### src/rtl/mispred_recovery_ctrl_pkg.sv
// Shared types for mispredict recovery: FSM states, ROB tag and address types.
// ROB_ID_WIDTH may be set on the command line; by default it describes an 8-entry ROB.
`ifndef ROB_ID_WIDTH
`define ROB_ID_WIDTH 3
`endif

package mispred_recovery_ctrl_pkg;

    localparam int AGE_CMP_W = `ROB_ID_WIDTH;

    typedef logic [AGE_CMP_W-1:0] rob_id_t;
    typedef logic [31:0]          addr_t;

    typedef enum logic [1:0] {
        ST_IDLE,
        ST_WAIT_RETIRE,
        ST_FLUSH,
        ST_REDIRECT
    } recovery_state_t;

endpackage

### src/rtl/mispred_recovery_ctrl_rob_age_cmp.sv
// Wrap-aware ROB age compare: a_older is set when a is strictly older than b
// relative to the current ROB head. Shared with the LSQ.
module rob_age_cmp
    import mispred_recovery_ctrl_pkg::*;
#(
    parameter int W = AGE_CMP_W
) (
    input  logic [W-1:0] a,
    input  logic [W-1:0] b,
    input  logic [W-1:0] head,
    output logic         a_older
);

    logic [W-1:0] age_a;
    logic [W-1:0] age_b;

    always_comb begin
        age_a   = a - head;
        age_b   = b - head;
        a_older = (age_a < age_b);
    end

endmodule

### src/rtl/mispred_recovery_ctrl.sv
// Branch/load mispredict recovery: wait for the offender to retire, flush, redirect fetch.
// Define RECOVERY_PERF_CNT_EN to add saturating recovery and stall-cycle counters.
`ifndef ROB_ID_WIDTH
`define ROB_ID_WIDTH 3
`endif

module mispred_recovery_ctrl
    import mispred_recovery_ctrl_pkg::*;
#(
    parameter int ROB_ID_W = `ROB_ID_WIDTH
) (
    input  logic                clk,
    input  logic                rst_aL,
    input  logic                alu_br_mispred,
    input  logic [ROB_ID_W-1:0] alu_br_rob_id,
    input  addr_t               alu_br_npc,
    input  logic                ld_mispred,
    input  logic [ROB_ID_W-1:0] ld_rob_id,
    input  addr_t               ld_pc,
    input  logic [ROB_ID_W-1:0] rob_head_rob_id,
    input  logic                rob_retire,
    input  logic [ROB_ID_W-1:0] rob_retire_rob_id,
    output logic                dispatch_stall,
    output logic                flush_all,
    output logic                fetch_redirect_valid,
    output addr_t               fetch_redirect_pc,
    input  logic                fetch_redirect_ready,
    output logic                busy
`ifdef RECOVERY_PERF_CNT_EN
    ,
    output logic [31:0]         perf_recover_cnt,
    output logic [31:0]         perf_stall_cnt
`endif
);

    recovery_state_t     state;
    logic [ROB_ID_W-1:0] tgt_rob_id;
    addr_t               tgt_pc;

    logic                any_mispred;
    logic                ld_older;
    logic                cand_older;
    logic                retire_hit;
    logic [ROB_ID_W-1:0] cand_rob_id;
    addr_t               cand_pc;

    // Pick the older of two simultaneous mispredicts; ties go to the ALU.
    rob_age_cmp #(.W(ROB_ID_W)) u_sel_cmp (
        .a       (ld_rob_id),
        .b       (alu_br_rob_id),
        .head    (rob_head_rob_id),
        .a_older (ld_older)
    );

    rob_age_cmp #(.W(ROB_ID_W)) u_repl_cmp (
        .a       (cand_rob_id),
        .b       (tgt_rob_id),
        .head    (rob_head_rob_id),
        .a_older (cand_older)
    );

    always_comb begin
        any_mispred = alu_br_mispred | ld_mispred;
        if (ld_mispred && (!alu_br_mispred || ld_older)) begin
            cand_rob_id = ld_rob_id;
            cand_pc     = ld_pc;
        end else begin
            cand_rob_id = alu_br_rob_id;
            cand_pc     = alu_br_npc;
        end
        retire_hit = rob_retire && (rob_retire_rob_id == tgt_rob_id);
    end

    assign busy           = (state != ST_IDLE);
    assign dispatch_stall = rst_aL & (busy | any_mispred);

    always_ff @(posedge clk or negedge rst_aL) begin
        if (!rst_aL) begin
            state                <= ST_IDLE;
            tgt_rob_id           <= '0;
            tgt_pc               <= '0;
            flush_all            <= 1'b0;
            fetch_redirect_valid <= 1'b0;
            fetch_redirect_pc    <= '0;
        end else begin
            case (state)
                ST_IDLE: begin
                    if (any_mispred) begin
                        tgt_rob_id <= cand_rob_id;
                        tgt_pc     <= cand_pc;
                        state      <= ST_WAIT_RETIRE;
                    end
                end
                ST_WAIT_RETIRE: begin
                    // A retiring target outranks any replacement: the newcomer is younger.
                    if (retire_hit) begin
                        flush_all <= 1'b1;
                        state     <= ST_FLUSH;
                    end else if (any_mispred && cand_older) begin
                        tgt_rob_id <= cand_rob_id;
                        tgt_pc     <= cand_pc;
                    end
                end
                ST_FLUSH: begin
                    flush_all            <= 1'b0;
                    fetch_redirect_valid <= 1'b1;
                    fetch_redirect_pc    <= tgt_pc;
                    state                <= ST_REDIRECT;
                end
                ST_REDIRECT: begin
                    if (fetch_redirect_ready) begin
                        fetch_redirect_valid <= 1'b0;
                        fetch_redirect_pc    <= '0;
                        state                <= ST_IDLE;
                    end
                end
                default: state <= ST_IDLE;
            endcase
        end
    end

`ifdef RECOVERY_PERF_CNT_EN
    function automatic logic [31:0] sat_inc(input logic [31:0] v);
        return (&v) ? v : v + 32'd1;
    endfunction

    always_ff @(posedge clk or negedge rst_aL) begin
        if (!rst_aL) begin
            perf_recover_cnt <= '0;
            perf_stall_cnt   <= '0;
        end else begin
            if (state == ST_FLUSH) perf_recover_cnt <= sat_inc(perf_recover_cnt);
            if (dispatch_stall)    perf_stall_cnt   <= sat_inc(perf_stall_cnt);
        end
    end
`endif

endmodule

### config.mk
export PLATFORM = sky130hd
export DESIGN_NAME = mispred_recovery_ctrl
export DESIGN_NICKNAME = d
export VERILOG_FILES = /design/src/rtl/mispred_recovery_ctrl_pkg.sv /design/src/rtl/mispred_recovery_ctrl_rob_age_cmp.sv /design/src/rtl/mispred_recovery_ctrl.sv
export SDC_FILE = /design/constraint.sdc
export NUM_CORES = 1
export LEC_CHECK = 0
export CAP_MARGIN = 40
export CORE_MARGIN = 2
export CORE_UTILIZATION = 42
export DETAILED_ROUTE_END_ITERATION = 8
export PLACE_DENSITY = 0.78
export SYNTH_ARGS = -nofsm -noshare
export SYNTH_HDL_FRONTEND = slang
export SYNTH_SLANG_ARGS = --single-unit
### constraint.sdc
create_clock -name clk -period 2.4 [get_ports clk]
set_clock_uncertainty 0.15 [all_clocks]
set_input_delay 0.48 -clock clk [delete_from_list [all_inputs] [get_ports clk]]
set_output_delay 0.48 -clock clk [all_outputs]
set_load 0.01 [all_outputs]
[After elaboration in Yosys (flattened, before gate mapping)]
Cells that the tools add are included.
Cells by class
  add/subtract/negate cells: 4
  order comparisons: 2
  eq/ne operators: 9
  muxes and demuxes: 20
  bitwise gates (word level): 3
  reduce and logical (&&, ||, !) cells: 14
Operators by type and width (count)
  32-bit two-way mux: 5
  32-bit case mux with 2 select lines: 2
  3-bit two-way mux: 4
  3-bit subtractor: 4
  2-bit != test (second input constant): 5
  2-bit case mux with 4 select lines: 1
  2-bit nonzero test: 4
  3-bit less-than comparator: 2
  2-bit two-way mux: 3
  3-bit case mux with 2 select lines: 1
  2-bit == test (second input constant): 2
  1-bit case mux with 2 select lines: 2
  2-bit AND reduction: 2
  4-bit AND reduction: 1
  3-bit == test: 1
  1-bit logical AND: 3
  3-bit AND reduction: 1
  2-bit by 1-bit == test with 1-bit output (second input constant): 1
  2-bit logical NOT: 1
  1-bit two-way mux: 2
  1-bit OR: 2
  1-bit AND: 1
  1-bit logical NOT: 1
  1-bit logical OR: 1
Word-level totals
  register bits after elaboration: 71
  input port bits: 82
  output and inout bits: 36
  logic and storage cells: 58

[Longest topological paths before layout]
  depth in word-level cells: 11
  depth in mapped cells: 23
  depth with buffers taken out: 20

[By module]
From an unflattened synthesis, not the netlist that was laid out.
Second synthesis, totals
  cell total of the unflattened synthesis: 323
  area, all modules: 3851.2 µm²
Modules (own cells, without submodules)
  mispred_recovery_ctrl: instances 1, cells each 285, area an instance 3510.9 µm², sequential area each 1776.7 µm²
  rob_age_cmp: instances 2, cells each 19, area an instance 170.2 µm², sequential area each 0.0 µm²

[Least setup slack after synthesis]
OpenSTA, ideal clock, no wires.
  kind: in2reg
  from: input port alu_br_rob_id[0]
  to: register tgt_rob_id[1]
  library setup time: 133 ps
  arrival time: 4080 ps
  required time: 2117 ps
  path slack: -1963 ps
  stages: 23
  buffers on the path: 3
  cells stage by stage: inv_1 > ha_1 > inv_1 > fa_1 > xnor2_1 > xnor2_1 > ha_1 > nand2b_1 > o22ai_1 > or2_1 > buf_6 > a21oi_1 > ha_1 > fa_1 > xor2_1 > xnor2_1 > ha_1 > o221ai_1 > a31o_1 > buf_2 > buf_4 > nor2_1 > a21oi_1
On the way
  longest elaborated chain between the ends: 10
  elaborated cells between the ends (all ways): 14
  classes of those cells: 2 x add/sub; 2 x order compare; 1 x eq/ne; 5 x mux; 4 x reduce/logical
Ends and longest elaborated chain
  start, declared: RTL line mispred_recovery_ctrl.sv:15  | input logic [ROB_ID_W-1:0] alu_br_rob_id,
  3-bit subtractor: RTL line mispred_recovery_ctrl_rob_age_cmp.sv:19  | age_b = b - head;
  3-bit less-than comparator: RTL line mispred_recovery_ctrl_rob_age_cmp.sv:20  | a_older = (age_a < age_b);
  1-bit logical OR: RTL line mispred_recovery_ctrl.sv:64  | if (ld_mispred && (!alu_br_mispred || ld_older)) begin
  1-bit logical AND: RTL line mispred_recovery_ctrl.sv:64
  3-bit two-way mux (*): RTL line mispred_recovery_ctrl.sv:64
  3-bit subtractor: RTL line mispred_recovery_ctrl_rob_age_cmp.sv:18  | age_a = a - head;
  3-bit less-than comparator: RTL line mispred_recovery_ctrl_rob_age_cmp.sv:20
  1-bit logical AND: RTL line mispred_recovery_ctrl.sv:99  | end else if (any_mispred && cand_older) begin
  2-bit != test (no line)
  4-bit AND reduction (no line)
  end signal, assigned: RTL line mispred_recovery_ctrl.sv:89  | tgt_rob_id <= cand_rob_id;
  end signal, assigned: RTL line mispred_recovery_ctrl.sv:100  | tgt_rob_id <= cand_rob_id;
  end, declared: RTL line mispred_recovery_ctrl.sv:37  | logic [ROB_ID_W-1:0] tgt_rob_id;
Mark *: on every way between the ends. The rest lies on a longest branch, timed or not. The select of a mux whose other input is x is not followed.
A chain may end at the register's enable or synchronous reset.

[Final worst setup path]
  from: input port alu_br_rob_id[0]
  to: register tgt_pc[16]
On the way
  longest elaborated chain between the ends: 10
  elaborated cells between the ends (all ways): 15
  classes of those cells: 2 x add/sub; 2 x order compare; 1 x eq/ne; 6 x mux; 4 x reduce/logical
Ends and longest elaborated chain
  3-bit subtractor: RTL line mispred_recovery_ctrl_rob_age_cmp.sv:19
  3-bit less-than comparator: RTL line mispred_recovery_ctrl_rob_age_cmp.sv:20
  1-bit logical OR: RTL line mispred_recovery_ctrl.sv:64
  1-bit logical AND: RTL line mispred_recovery_ctrl.sv:64
  3-bit two-way mux: RTL line mispred_recovery_ctrl.sv:64
  3-bit subtractor: RTL line mispred_recovery_ctrl_rob_age_cmp.sv:18
  3-bit less-than comparator: RTL line mispred_recovery_ctrl_rob_age_cmp.sv:20
  1-bit logical AND: RTL line mispred_recovery_ctrl.sv:99
  2-bit != test (no line)
  4-bit AND reduction (no line)
  end signal, assigned: RTL line mispred_recovery_ctrl.sv:90  | tgt_pc <= cand_pc;
  end signal, assigned: RTL line mispred_recovery_ctrl.sv:101  | tgt_pc <= cand_pc;
  end, declared: RTL line mispred_recovery_ctrl.sv:38  | addr_t tgt_pc;
Parallel ways exist; a longest one is shown, timed or not. The select of a mux whose other input is x is not followed.

==> reports/metrics.yaml <==
status:
  status: "complete, but fails checks"
  violations: "negative setup slack"
critical_path:
  cp-end-kind: "flop"
  cpPeakStageDelay_ns: 0.43
  cp_slowest_cell: "fa_2"
  cp_top_family: "adder cells"
  arrival_ns: 4.23
  crit_buf_inv: 6
  worstSetupPathType: "primary input to flop"
  crit_path_start_kind: "primary input"
  path_cells: "buf_8 -> inv_12 -> ha_4 -> inv_2 -> fa_2 -> xnor2_2 -> xnor2_1 -> ha_2 -> nand2b_4 -> o22ai_4 -> or2_4 -> a21oi_2 -> ha_2 -> fa_2 -> inv_1 -> ha_2 -> nand2b_4 -> o221ai_2 -> a31o_4 -> buf_12 -> clkbuf_16 -> a31oi_1"
  crit_required_ns: 2.51
  cp_common_cell: "ha_2"
  path_max_fanout: 5
floorplan:
  ios: 118
  core-area_um2: 8300
  die_h_um: 97.0
  die_x_um: 97.0
  rows: 33
  start_util: 0.438
  die_area_um2: 9410
timing:
  rsz0062_at_grt: "true"
  max_freq_mhz: 243
  tightest_slew_ns: 0.446
  hold_violations: 0
  setup_viol: 35
  finalCritPeriodShare: 1.72
  slew_violations: 0
  timing.final.ws_setup_ns: -1.72
  finalCriticalPeriod_ns: 4.12
  maxSlewHeadroom: 0.703
  fin_tns_setup_ns: -57.88
drt:
  dr.pass1.iters: 4
  post-route-drc-count: 0
  totalWireLength_um: 10400
  drtIter0Drc: 125
  routedWlPerCell_um: 16.0
  via_per_inst: 5.15
  vias: 3329
  postRouteAntennaNets: 0
grt:
  grt_first_pass_wirelength_um: 16000
  grt_max_degree: 38
  grt_pass1_vias: 3343
  grt_remaining_overflow: 0
  grt_usage: 0.212
  antenna_found_initial: 0
synth:
  yosys-top-cells-area: "dfrtp_1 49%, nand2_1 13%, nand3b_1 6.6%, a31oi_1 5.5%, ha_1 4.1%"
  synth_top_area_cell: "dfrtp_1"
  syn_inst: 398
  synth_edf_count: 0
  netlist.area_leader.share: 0.489
  synth.cell_area_um2: 3630
  ys_ff_latch: 71
  yosysSeqAreaShare: 0.489
  avgSynthCellArea_um2: 9.13
  muxShareOfSynthArea: 0.0114
  synth_top_family_by_area: "simple AND/OR/NAND/NOR gates"
  synth_flop_cell: "dfrtp_1"
  synth_common_cells: "128 x nand2_1, 71 x dfrtp_1, 39 x nor2_1, 32 x a31oi_1, 32 x nand3b_1"
  synth_fp_nets: 496
  ys_types: 34
  synth-adder-area-share: 0.0633
  async_flop_share: 1.00
  yosys.area_share.xor_xnor: 0.0265
  synthSimpleGateAreaFrac: 0.253
  synth.most_common_cell: "nand2_1"
  ys_warn_count: 0
  synth_compound_area_frac: 0.0923
power:
  power.leakage_nw: 2.49
  irDropWorstVdd_uv: 555
  cellPowerDensity_nw_per_um2: 1320
finish:
  final_core_util: 0.694
  final_cells: 646
  layout.nets: 634
  drive_gt1_frac: 0.214
  area_growth_pct: 58.6
  num_antenna_cells: 0
cts:
  tritoncts: "yes"
  clock-sinks: 71
  numCtsBuffers: 9
  clk_latency_ns: 0.33
  cts_max_path_buffers: 2
  clk_pin_slew_ns: 0.08
  clock-root-buffer: "clkbuf_8"
  htree_levels: 3
place:
  placed_cells: 621
  numPortBuffers: 117
  hpwlAfterDp_um: 6770
  gp_congestion: 0.810
min_path:
  hp-class: "primary input to asynchronous set/reset pin"
flow_run:
  drv_cap: 0
==> worst reg2reg max path: cells and delay by family (launching register included) <==
family,cells,cell delay [ns]
DFF,1,0.39
AOI/OAI and AO/OA,3,0.53
adders and majority gates,3,0.83
xor gates and xnor gates,2,0.29
buffers and inverters,4,0.44
==> final timing paths <==
kind	from	endpoint	slack (ns)	depth (start not counted)
setup / recovery	alu_br_rob_id[0]	tgt_pc[16]$_DFFE_PN0P_	-1.72	22
hold / removal	rst_aL	tgt_rob_id[1]$_DFFE_PN0P_	0.03	2
setup reg to reg	tgt_rob_id[0]$_DFFE_PN0P_	tgt_pc[16]$_DFFE_PN0P_	-0.31	12
hold reg to reg	fetch_redirect_pc[23]$_DFFE_PN0P_	fetch_redirect_pc[23]$_DFFE_PN0P_	0.32	2
max in group asynchronous	rst_aL	tgt_pc[10]$_DFFE_PN0P_	1.52	3
min in group clk	fetch_redirect_pc[23]$_DFFE_PN0P_	fetch_redirect_pc[23]$_DFFE_PN0P_	0.32	2
==> registers in the layout, summed over array words and instances (netlist names) <==
signal,cells
fetch_redirect_pc,32
fetch_redirect_valid,1
tgt_pc,32
flush_all,1
tgt_rob_id,3
state,2
==> placed cells by master (no fill, tap or decap), types with 2 or more instances in the layout <==
| cell | Yosys | routed |
|---|---|---|
| clkdlybuf4s15_2 | 0 | 2 |
| nor2_4 | 0 | 4 |
| nand2_1 | 128 | 128 |
| buf_16 | 0 | 3 |
| a21oi_2 | 0 | 2 |
| clkbuf_16 | 0 | 3 |
| nand2b_4 | 1 | 3 |
| xor2_1 | 2 | 2 |
| nor2_1 | 39 | 23 |
| inv_2 | 1 | 5 |
| ha_2 | 0 | 3 |
| clkdlybuf4s50_1 | 0 | 109 |
| clkinvlp_4 | 0 | 3 |
| ha_4 | 0 | 3 |
| a31oi_4 | 0 | 8 |
| clkinv_2 | 0 | 2 |
| a31oi_1 | 32 | 20 |
| xnor2_1 | 9 | 8 |
| dfrtp_1 | 71 | 71 |
| nor2_2 | 0 | 12 |
| a21oi_1 | 5 | 3 |
| ha_1 | 12 | 6 |
| nand3b_1 | 32 | 32 |
| clkbuf_8 | 0 | 9 |
| buf_12 | 3 | 6 |
| nor3_1 | 3 | 3 |
| a31oi_2 | 0 | 4 |
| fa_2 | 0 | 3 |
| inv_1 | 16 | 10 |
| inv_6 | 0 | 2 |
| buf_4 | 4 | 25 |
==> power by group <==
group | internal [mW] | leakage, nW | switching [mW] | total, mW
sequential | 1.80 | 0.844 | 0.378 | 2.17
clock | 0.480 | 0.0916 | 0.466 | 0.946
combinational | 2.33 | 1.56 | 2.19 | 4.52
==> layout make-up <==
type | instances | area, µm²
Clock buffer | 9 | 124
Clock inverter | 7 | 71.3
Fill cell | 624 | 2540
Inverter | 17 | 81.3
Multi-Input combinational cell | 285 | 1960
Sequential cell | 71 | 1780
Tap cell | 105 | 131
Timing Repair Buffer | 152 | 1620
==> metrics by stage <==
step | hold slack [ns] | setup slack (ns) | power, mW | cell area, µm²
after global placement | 0.299 | -2.38 | 5.33 | 5110
after CTS | 0.0380 | -1.72 | 6.95 | 5510
final | 0.0326 | -1.72 | 7.64 | 5760
after detailed placement | 0.305 | -2.56 | 5.50 | 5130
after global routing | 0.0613 | -1.87 | 8.15 | 5760
after floorplan | 0.0344 | -1.76 | 4.24 | 3750
==> routing by layer <==
layer,part of all wire,track usage
met5,0,0
met4,0.030,0.0888
met3,0.051,0.0332
met2,0.51,0.371
met1,0.41,0.261
==> timing repair <==
| action | 4_1_cts | 5_1_grt |
|---|---|---|
| hold buffers | 0 | 0 |
| gates cloned | 3 | 3 |
| pin swaps | 10 | 6 |
| gates resized for setup | 41 | 33 |
| endpoints found under the setup margin | 36 | 35 |
| buffers inserted | 3 | 0 |
==> cell families after synthesis <==
logic type	after synthesis
adder cells (fa/ha/maj)	16
flip-flops	71
AND/OR/NAND/NOR	207
buffers and inverters	42
AO/OA/AOI/OAI	47
XOR/XNOR	11
multiplexers	4
Note: power is estimated with default switching activity, not from simulation.
